`src/rtl/pc_fetch_unit_if.sv`:
```
// ---------------------------------------------------------------------------
// pc_fetch_unit_if
//   Bundles the two handshakes of the fetch unit: the instruction-memory
//   request/acknowledge channel and the decode valid/ready channel.
//
//   imem_req    : fetch request level (fetch unit -> memory)
//   imem_addr   : fetch address, equal to the current PC (fetch unit -> memory)
//   imem_ack    : response strobe, imem_rdata valid with it (memory -> fetch unit)
//   imem_rdata  : fetched instruction word (memory -> fetch unit)
//   instr       : instruction presented to decode (fetch unit -> decode)
//   instr_valid : instr is valid (fetch unit -> decode)
//   instr_ready : decode accepts instr (decode -> fetch unit)
//
//   master : fetch-unit side
//   slave  : memory/decode side
// ---------------------------------------------------------------------------
interface pc_fetch_unit_if;
    logic        imem_req;
    logic [31:0] imem_addr;
    logic        imem_ack;
    logic [31:0] imem_rdata;
    logic [31:0] instr;
    logic        instr_valid;
    logic        instr_ready;

    modport master (
        output imem_req, imem_addr, instr, instr_valid,
        input  imem_ack, imem_rdata, instr_ready
    );

    modport slave (
        input  imem_req, imem_addr, instr, instr_valid,
        output imem_ack, imem_rdata, instr_ready
    );
endinterface

```
`src/rtl/pc_fetch_unit.sv`:
```
// ---------------------------------------------------------------------------
// pc_fetch_unit
//   Program counter and single-outstanding instruction-fetch sequencer for
//   the MIPS front end. Walks IDLE -> REQ -> VALID -> UPDATE -> REQ ...,
//   fetching one word per loop, presenting it to decode, and then advancing
//   the PC either sequentially (from the external registered PC+4 adder) or
//   to a captured branch/jump target. Wrong-path fetches are squashed.
//
//   Parameters
//     RESET_PC      : PC loaded on reset
//   Ports
//     clk           : system clock, rising edge
//     reset         : synchronous active-high reset (wins over en)
//     en            : global enable; 0 freezes all state, pulses are lost
//     stall         : blocks the decode hand-off (VALID -> UPDATE)
//     branch_taken  : redirect pulse to branch_target
//     branch_target : branch destination
//     jump          : redirect pulse to jump_target (outranks branch)
//     jump_target   : jump destination
//     pc_plus_4     : registered adder output, pc + 4 one cycle late
//     pc            : current PC, drives the adder op1
//     bus           : imem req/ack channel and decode valid/ready channel
// ---------------------------------------------------------------------------
module pc_fetch_unit #(
    parameter logic [31:0] RESET_PC = 32'h0000_0000
) (
    input  logic                   clk,
    input  logic                   reset,
    input  logic                   en,
    input  logic                   stall,
    input  logic                   branch_taken,
    input  logic [31:0]            branch_target,
    input  logic                   jump,
    input  logic [31:0]            jump_target,
    input  logic [31:0]            pc_plus_4,
    output logic [31:0]            pc,
    pc_fetch_unit_if.master        bus
);

    typedef enum logic [1:0] {
        IDLE   = 2'd0,
        REQ    = 2'd1,
        VALID  = 2'd2,
        UPDATE = 2'd3
    } state_t;

    state_t      state, state_nxt;
    logic [31:0] pc_nxt;
    logic [31:0] instr_q, instr_nxt;
    logic        instr_valid_q, instr_valid_nxt;
    logic        redir_pend, redir_pend_nxt;
    logic [31:0] redir_pc, redir_pc_nxt;

    logic        redir_now;
    logic [31:0] redir_tgt_now;

    // Word-align a redirect target.
    function automatic logic [31:0] align_word(input logic [31:0] addr);
        return {addr[31:2], 2'b00};
    endfunction

    // A pulse only counts while enabled and out of IDLE; jump outranks branch.
    assign redir_now     = en && (branch_taken || jump) && (state != IDLE);
    assign redir_tgt_now = jump ? align_word(jump_target) : align_word(branch_target);

    // Request is a pure function of state, so it holds whenever state holds.
    assign bus.imem_req    = (state == REQ);
    assign bus.imem_addr   = pc;
    assign bus.instr       = instr_q;
    assign bus.instr_valid = instr_valid_q;

    // ---- state register ----
    always_ff @(posedge clk) begin
        if (reset) begin
            state         <= IDLE;
            pc            <= RESET_PC;
            instr_q       <= 32'h0000_0000;
            instr_valid_q <= 1'b0;
            redir_pend    <= 1'b0;
            redir_pc      <= 32'h0000_0000;
        end else begin
            state         <= state_nxt;
            pc            <= pc_nxt;
            instr_q       <= instr_nxt;
            instr_valid_q <= instr_valid_nxt;
            redir_pend    <= redir_pend_nxt;
            redir_pc      <= redir_pc_nxt;
        end
    end

    // ---- next-state logic ----
    always_comb begin
        state_nxt       = state;
        pc_nxt          = pc;
        instr_nxt       = instr_q;
        instr_valid_nxt = instr_valid_q;
        redir_pend_nxt  = redir_pend;
        redir_pc_nxt    = redir_pc;

        if (en) begin
            // Capture any redirect seen in REQ/VALID; a later pulse overwrites.
            if (redir_now && (state == REQ || state == VALID)) begin
                redir_pend_nxt = 1'b1;
                redir_pc_nxt   = redir_tgt_now;
            end

            unique case (state)
                IDLE: begin
                    // A stray ack arriving here belongs to an abandoned fetch.
                    state_nxt = REQ;
                end

                REQ: begin
                    if (bus.imem_ack) begin
                        if (redir_pend || redir_now) begin
                            // Wrong-path word: drop it, go straight to redirect.
                            state_nxt = UPDATE;
                        end else begin
                            instr_nxt       = bus.imem_rdata;
                            instr_valid_nxt = 1'b1;
                            state_nxt       = VALID;
                        end
                    end
                end

                VALID: begin
                    // A redirect squashes the held word; if instr_ready was
                    // also high, decode has already taken it this cycle.
                    if (redir_now || (bus.instr_ready && !stall)) begin
                        instr_valid_nxt = 1'b0;
                        state_nxt       = UPDATE;
                    end
                end

                UPDATE: begin
                    // pc_plus_4 is trustworthy here: pc has been stable
                    // through REQ and VALID, longer than the adder latency.
                    if (redir_now) begin
                        pc_nxt = redir_tgt_now;
                    end else if (redir_pend) begin
                        pc_nxt = redir_pc;
                    end else begin
                        pc_nxt = pc_plus_4;
                    end
                    redir_pend_nxt = 1'b0;
                    state_nxt      = REQ;
                end

                default: state_nxt = IDLE;
            endcase
        end
    end

endmodule

```
`src/flat_wrapper.sv`:
```
// flat-port wrapper written by rule: the top's interface ports become plain ports
module pc_fetch_unit_flat 
#(
    parameter logic [31:0] RESET_PC = 32'h0000_0000
)
  (clk, reset, en, stall, branch_taken, branch_target, jump, jump_target, pc_plus_4, pc, bus_imem_req, bus_imem_addr, bus_instr, bus_instr_valid, bus_imem_ack, bus_imem_rdata, bus_instr_ready);
  pc_fetch_unit_if bus_i ();
  input  logic clk;
  input  logic reset;
  input  logic en;
  input  logic stall;
  input  logic branch_taken;
  input  logic [31:0] branch_target;
  input  logic jump;
  input  logic [31:0] jump_target;
  input  logic [31:0] pc_plus_4;
  output logic [31:0] pc;
  output wire logic [$bits(bus_i.imem_req)-1:0] bus_imem_req;
  output wire logic [$bits(bus_i.imem_addr)-1:0] bus_imem_addr;
  output wire logic [$bits(bus_i.instr)-1:0] bus_instr;
  output wire logic [$bits(bus_i.instr_valid)-1:0] bus_instr_valid;
  input wire logic [$bits(bus_i.imem_ack)-1:0] bus_imem_ack;
  input wire logic [$bits(bus_i.imem_rdata)-1:0] bus_imem_rdata;
  input wire logic [$bits(bus_i.instr_ready)-1:0] bus_instr_ready;
  assign bus_imem_req = bus_i.imem_req;
  assign bus_imem_addr = bus_i.imem_addr;
  assign bus_instr = bus_i.instr;
  assign bus_instr_valid = bus_i.instr_valid;
  assign bus_i.imem_ack = bus_imem_ack;
  assign bus_i.imem_rdata = bus_imem_rdata;
  assign bus_i.instr_ready = bus_instr_ready;
  pc_fetch_unit #(.RESET_PC(RESET_PC)) u_core (.clk(clk), .reset(reset), .en(en), .stall(stall), .branch_taken(branch_taken), .branch_target(branch_target), .jump(jump), .jump_target(jump_target), .pc_plus_4(pc_plus_4), .pc(pc), .bus(bus_i));
endmodule
```
`config.mk`:
```
export PLATFORM = sky130hd
export DESIGN_NAME = pc_fetch_unit_flat
export DESIGN_NICKNAME = d
export VERILOG_FILES = /design/src/rtl/pc_fetch_unit_if.sv /design/src/rtl/pc_fetch_unit.sv /design/src/flat_wrapper.sv
export SDC_FILE = /design/constraint.sdc
export NUM_CORES = 1
export LEC_CHECK = 0
export ABC_CLOCK_PERIOD_IN_PS = 2800
export CORE_ASPECT_RATIO = 1.4
export CORE_MARGIN = 2
export CORE_UTILIZATION = 44
export DETAILED_ROUTE_END_ITERATION = 8
export PLACE_DENSITY_LB_ADDON = 0.05
export RECOVER_POWER = 25
export SYNTH_ARGS = -nofsm -noshare
export SYNTH_HDL_FRONTEND = slang
export SYNTH_SLANG_ARGS = --single-unit
```
`constraint.sdc`:
```
create_clock -name clk -period 2.8 [get_ports clk]
set_clock_uncertainty 0.05 [all_clocks]
set_input_delay 0.28 -clock clk [delete_from_list [all_inputs] [get_ports clk]]
set_output_delay 0.28 -clock clk [all_outputs]
set_load 0.005 [all_outputs]
```
==> results.ini <==
[run_status]
status=finished clean

[floorplanning]
die_height_um=126
ios=234
initial_core_util_pct=44.9
die_area_sq_mm=0.0114
core_area_sq_mm=0.0103
dieWidth_um=90.8
num_rows=44

[place]
dpl.hpwl_um=10300
dp.cells=808
placed_area_sq_mm=0.00678
port_buffers=229
gp_congestion=0.816

[routing]
ant_nets=0
first_pass_iters=4
drtIter0Drc=173
num_vias=4424
viasPerCell=5.38
route.detailed.drc=0
wire_per_inst_um=17.2
wirelength_um=14100

[clock_tree]
hold_buffers=0
cts_buffers=9
cts_repair_resize_count=0
cts_sinks=98
ctsHtreeMaxLevel=3
post_cts_buffers=0
clock_latency_ps=330
clkSlewWorstSetupHoldPaths_ps=60
clockRootBuffer=clkbuf_16
cts_tree=done
clock_path_buffers=2

[setup_path]
cp_max_fo=13
crit_type=reg -> reg
critPathLaunch=u_core.state[0]
cp_cell_sequence=inv_1, ha_1, and2b_2, nand2_2, a211o_1, a31o_1
start_kind=register
max_stage_delay_ps=390
crit_required_ps=2980
arrival_ps=2170
rr_startpoint=u_core.state[0]
critPathSlowestCell=and2b_2
endpoint_kind=register

[global_routing]
grt_pass1_wl_um=22400
met3_usage_pct=5.00
grt_max_degree=35
grtUsageTotal_pct=24.4
grt_pass1_vias=4452
antenna_found_initial=0
busiest_layer=met2
met1_usage_pct=26.4
grt_util_met2_pct=45.0
grt-ovfl-total=0

[pwr]
powerDensity_mw_per_mm2=479
intPower_mw=2.61
ir_worst_vdd_v=0.000362
power_frac_clock_pct=40.1
finalPower_mw=3.40
comb_power_share_pct=17.0
p_leak_nw=2.67
switching_power_mw=0.792
swShare_pct=23.3
p_seq_share_pct=43.0

[layout]
fin_cells=822
fin_nets=821
drive_gt1_share_pct=7.60
final_cell_mix=180 x clkdlybuf4s50_1, 108 x nand2_1, 97 x dfxtp_1
fin_area_sq_mm=0.00711
antennaDiodeCount=0
area_growth_pct=53.0
final_common_cell=clkdlybuf4s50_1

[hold_path]
hold_path_class=reg -> reg
min-delay-start=u_core.bus.instr[28]

[yosys]
synth_area_per_cell_sq_um=9.29
async_reset_ff_share_pct=0
ys_types=39
yosysWarnings=0
synth_edf_count=0
synth_ff_type=dfxtp_1
synth-seq-cells=98
synth_seq_area_share_pct=42.2
syn_nets=640
synthCells=500
syn-cell-area_sq_mm=0.00465

[timing]
fin_crit_ps=1990
fmax_mhz=504
whs_ps=398
setup_viol=0
tns_ps=0
hold_viol=0
finalCritPeriodShare_pct=70.9
final_max_slew_viol_count=0
worst_pin_slew_ps=1010
slew_headroom_pct=32.5
grt_setup_unrepaired=false

[job]
maxCapViolCount=0

## worst paths after layout
| check | endpoint | slack (ps) | cells past startpoint |
|---|---|---|---|
| max | u_core.bus.instr_valid | 810 | 6 |
| max reg2reg | u_core.bus.instr_valid | 810 | 6 |
| min reg2reg | u_core.bus.instr[28] | 400 | 2 |
| min | u_core.bus.instr[28] | 400 | 2 |
## flip-flops by register name (all words and copies together) (netlist names)
register                count
u_core.bus.imem_addr       32
u_core.bus.instr           32
u_core.bus.instr_valid      1
u_core.redir_pc            30
u_core.redir_pend           1
u_core.state                2
## metal layers
metal	vias up	share of wire, %
met2	175	53
met3	27	7.1
met1	2089	37
met4	0	3.0
li1	2133	-
met5	-	0
## per-stage QoR
step	setup WS (ps)	utilization, %
after floorplan	1130	-
after global routing	722	68.7
after CTS	816	68.7
after global placement	626	65.5
final	815	68.7
after detailed placement	608	65.5
## power groups by stage
stage / clock network, mW / logic, mW / registers, mW
floorplan: 0 / 0.282 / 1.49
global placement: 0 / 0.569 / 1.49
detailed placement: 0 / 0.581 / 1.49
CTS: 1.38 / 0.584 / 1.46
global route: 1.44 / 0.623 / 1.47
finish: 1.36 / 0.577 / 1.46
## cells by family after synthesis
group                    after synthesis  synth area share [%]
AND/OR/NAND/NOR                      145                  13.6
AO/OA/AOI/OAI                        137                  24.9
flip-flops                            98                  42.2
buffers and inverters                 82                  10.9
multiplexers                          34                  7.33
adder cells (fa/ha/maj)                4                  1.08
## cell usage after synthesis, drive strengths merged (2+ instances only)
master,instances,area [sq um]
ha,4,50.1
nor2,15,56.3
buf,57,412
a21oi,35,179
dfxtp,98,1960
nor3b,12,90.1
o21ai,15,78.8
o221a,28,315
a32o,30,300
a22o,2,17.5
a211oi,2,15.0
inv,7,26.3
nand2b,3,18.8
o22ai,16,163
nand2,109,412
clkbuf,18,67.6
mux2i,34,340
a211o,2,17.5
## worst max-delay path, delay by kind of cell, from the launching register on
family	cells	cell delay, ps
DFF	1	380
adders and majority gates	1	200
and+or+nand+nor	2	640
buffers and inverters	1	80
AOI/OAI and AO/OA	2	530
## cell type report
type | count | area [sq um]
clock buffer | 9 | 225
inverter | 7 | 26.3
tap | 138 | 173
sequential | 98 | 1960
timing repair buffer | 245 | 2420
clock inverter | 5 | 105
fill | 865 | 3240
multi-input combinational | 320 | 2190
Power figures use the tool's default switching activity.
==> RTL edit: new RTL, same flow settings <==
The 4 states of `state_t` get a one-hot encoding in 4 bits.
--- a/src/rtl/pc_fetch_unit.sv
+++ b/src/rtl/pc_fetch_unit.sv
@@ -38,9 +38,9 @@
 );
 
-    typedef enum logic [1:0] {
-        IDLE   = 2'd0,
-        REQ    = 2'd1,
-        VALID  = 2'd2,
-        UPDATE = 2'd3
+    typedef enum logic [3:0] {
+        IDLE   = 4'b0001,
+        REQ    = 4'b0010,
+        VALID  = 4'b0100,
+        UPDATE = 4'b1000
     } state_t;
 
Check against the original RTL: no difference found for any inputs over 4 cycles, from zero or initial values and one cycle with reset high; so few cycles prove little.
==> RTL edit against the original RTL <==
  * Design area up 1.5%
  * Worst setup slack worse by 250 ps
  * Sequential cell count increased by 2
  * Routed wire length fell by 3.2%
  * Count of clock-buffer cells in the layout rose by 4
  * Cell count rose by 3.9%
  * Synthesized area is 3.7% higher
  * Synthesized cell count increased by 7.0%
  * Power decreased by 7.2%
  * Sequential share of layout area increased by 0.14 points
  * Clock power fell by 11%
  * Maximum frequency decreased by 11%
==> RTL edit: results <==
set metrics [dict create \
    peakVddDrop_mv 0.2903 \
    dp.cells 839 \
    path_max_fanout 32 \
    layout-drive-gt1-share 0.1038 \
    arrival_ps 2380 \
    crit_path_top_delay_cell "or4_4" \
    muxShareOfSynthArea 0.1268 \
    ys_seq_area_frac 0.4156 \
    viasPerCell 5.274 \
    antenna_found_initial 0 \
    synth_area_per_cell_um2 9.004 \
    wl_per_cell_um 16.02 \
    io_buffers 229 \
    grt_max_degree 62 \
    grt_pass1_vias 4571 \
    slowest_delay_ps 770 \
    fin_cells 854 \
    crit_path_start "u_core.state[1]" \
    period_needed_ps 2234 \
    dpl-instance-area_um2 6929 \
    met3WireLength_um 782 \
    drt_iter0_drc 163 \
    synth.area.top_cells "dfxtp_1 (42%), mux2i_1 (13%), nand2_1 (8.2%)" \
    wl_met2_um 7271 \
    grt_usage 0.2299 \
    min-delay-start "u_core.bus.instr[27]" \
    synth_fp_nets 671 \
    r2r_slack_ps 570 \
    synth_compound_area_frac 0.1818 \
    synthTopCellsByCount "nand2_1 (105), dfxtp_1 (100), mux2i_1 (61), nor2_1 (35), buf_4 (32)" \
    worstRegToRegCells 4 \
    synth_xor_area_frac 0.005455 \
    fill_cells 908 \
    min_path_type "flop to flop" \
    routabilityCongestion 0.8155 \
    hold_ws_ps 396.0 \
    drt-met1-wl_um 5355 \
    slew_headroom 0.5679 \
    synth-adder-area-share 0 \
    status "finished, final reports clean" \
    cellLeakagePower_nw 2.677 \
    numCtsBuffers 9 \
    synth.distinct_cells 40 \
    dp_hpwl_um 9672 \
    r2r_end "u_core.bus.instr[10]" \
    hold_path_depth 2 \
    hold_end "u_core.bus.instr[27]" \
    grt_pass1_wl_um 21740 \
]
RTL edit: cell count changes in the layout (fill, tap and decap cells not counted), moves of 12 or more:
cell | before | now
nand2_2 | 1 | 20
a21oi_1 | 33 | 15
o221a_1 | 28 | 0
a21oi_2 | 1 | 20
a211oi_1 | 2 | 30
nor2_1 | 15 | 33
mux2i_1 | 34 | 61
o21ai_1 | 12 | 0
RTL edit: critical path: cells and delay by family (launching register included):
family | cells | cell delay [ps]
DFF | 1 | 550
and+or+nand+nor | 3 | 1410
AOI/OAI and AO/OA | 1 | 80
RTL edit: cell type report:
| class | instances | share of cell area |
|---|---|---|
| Clock buffer | 13 | 0.03469 |
| Clock inverter | 2 | 0.004856 |
| Inverter | 1 | 0.0005203 |
| Multi-Input combinational cell | 356 | 0.3273 |
| Sequential cell | 100 | 0.2777 |
| Tap cell | 141 | 0.02445 |
| Timing Repair Buffer | 241 | 0.3306 |
RTL edit: report_power, final:
part | switching (mW) | internal [mW] | total (mW)
clock network | 0.500 | 0.712 | 1.21
registers | 0.0270 | 1.45 | 1.47
logic | 0.204 | 0.272 | 0.476
total | 0.731 | 2.43 | 3.16
RTL edit: layer usage:
| layer | GRT usage | vias to the layer above |
|---|---|---|
| li1 | - | 2192 |
| met3 | 0.03998 | 20 |
| met2 | 0.4264 | 164 |
| met1 | 0.2556 | 2128 |
| met5 | 0 | - |
| met4 | 0.09658 | 0 |
RTL edit: through the flow:
stage,utilization,power (mW)
after floorplan,-,1.719
after global placement,0.6443,1.968
after detailed placement,0.6443,1.983
after CTS,0.6709,3.192
after global routing,0.6709,3.292
final,0.6709,3.159
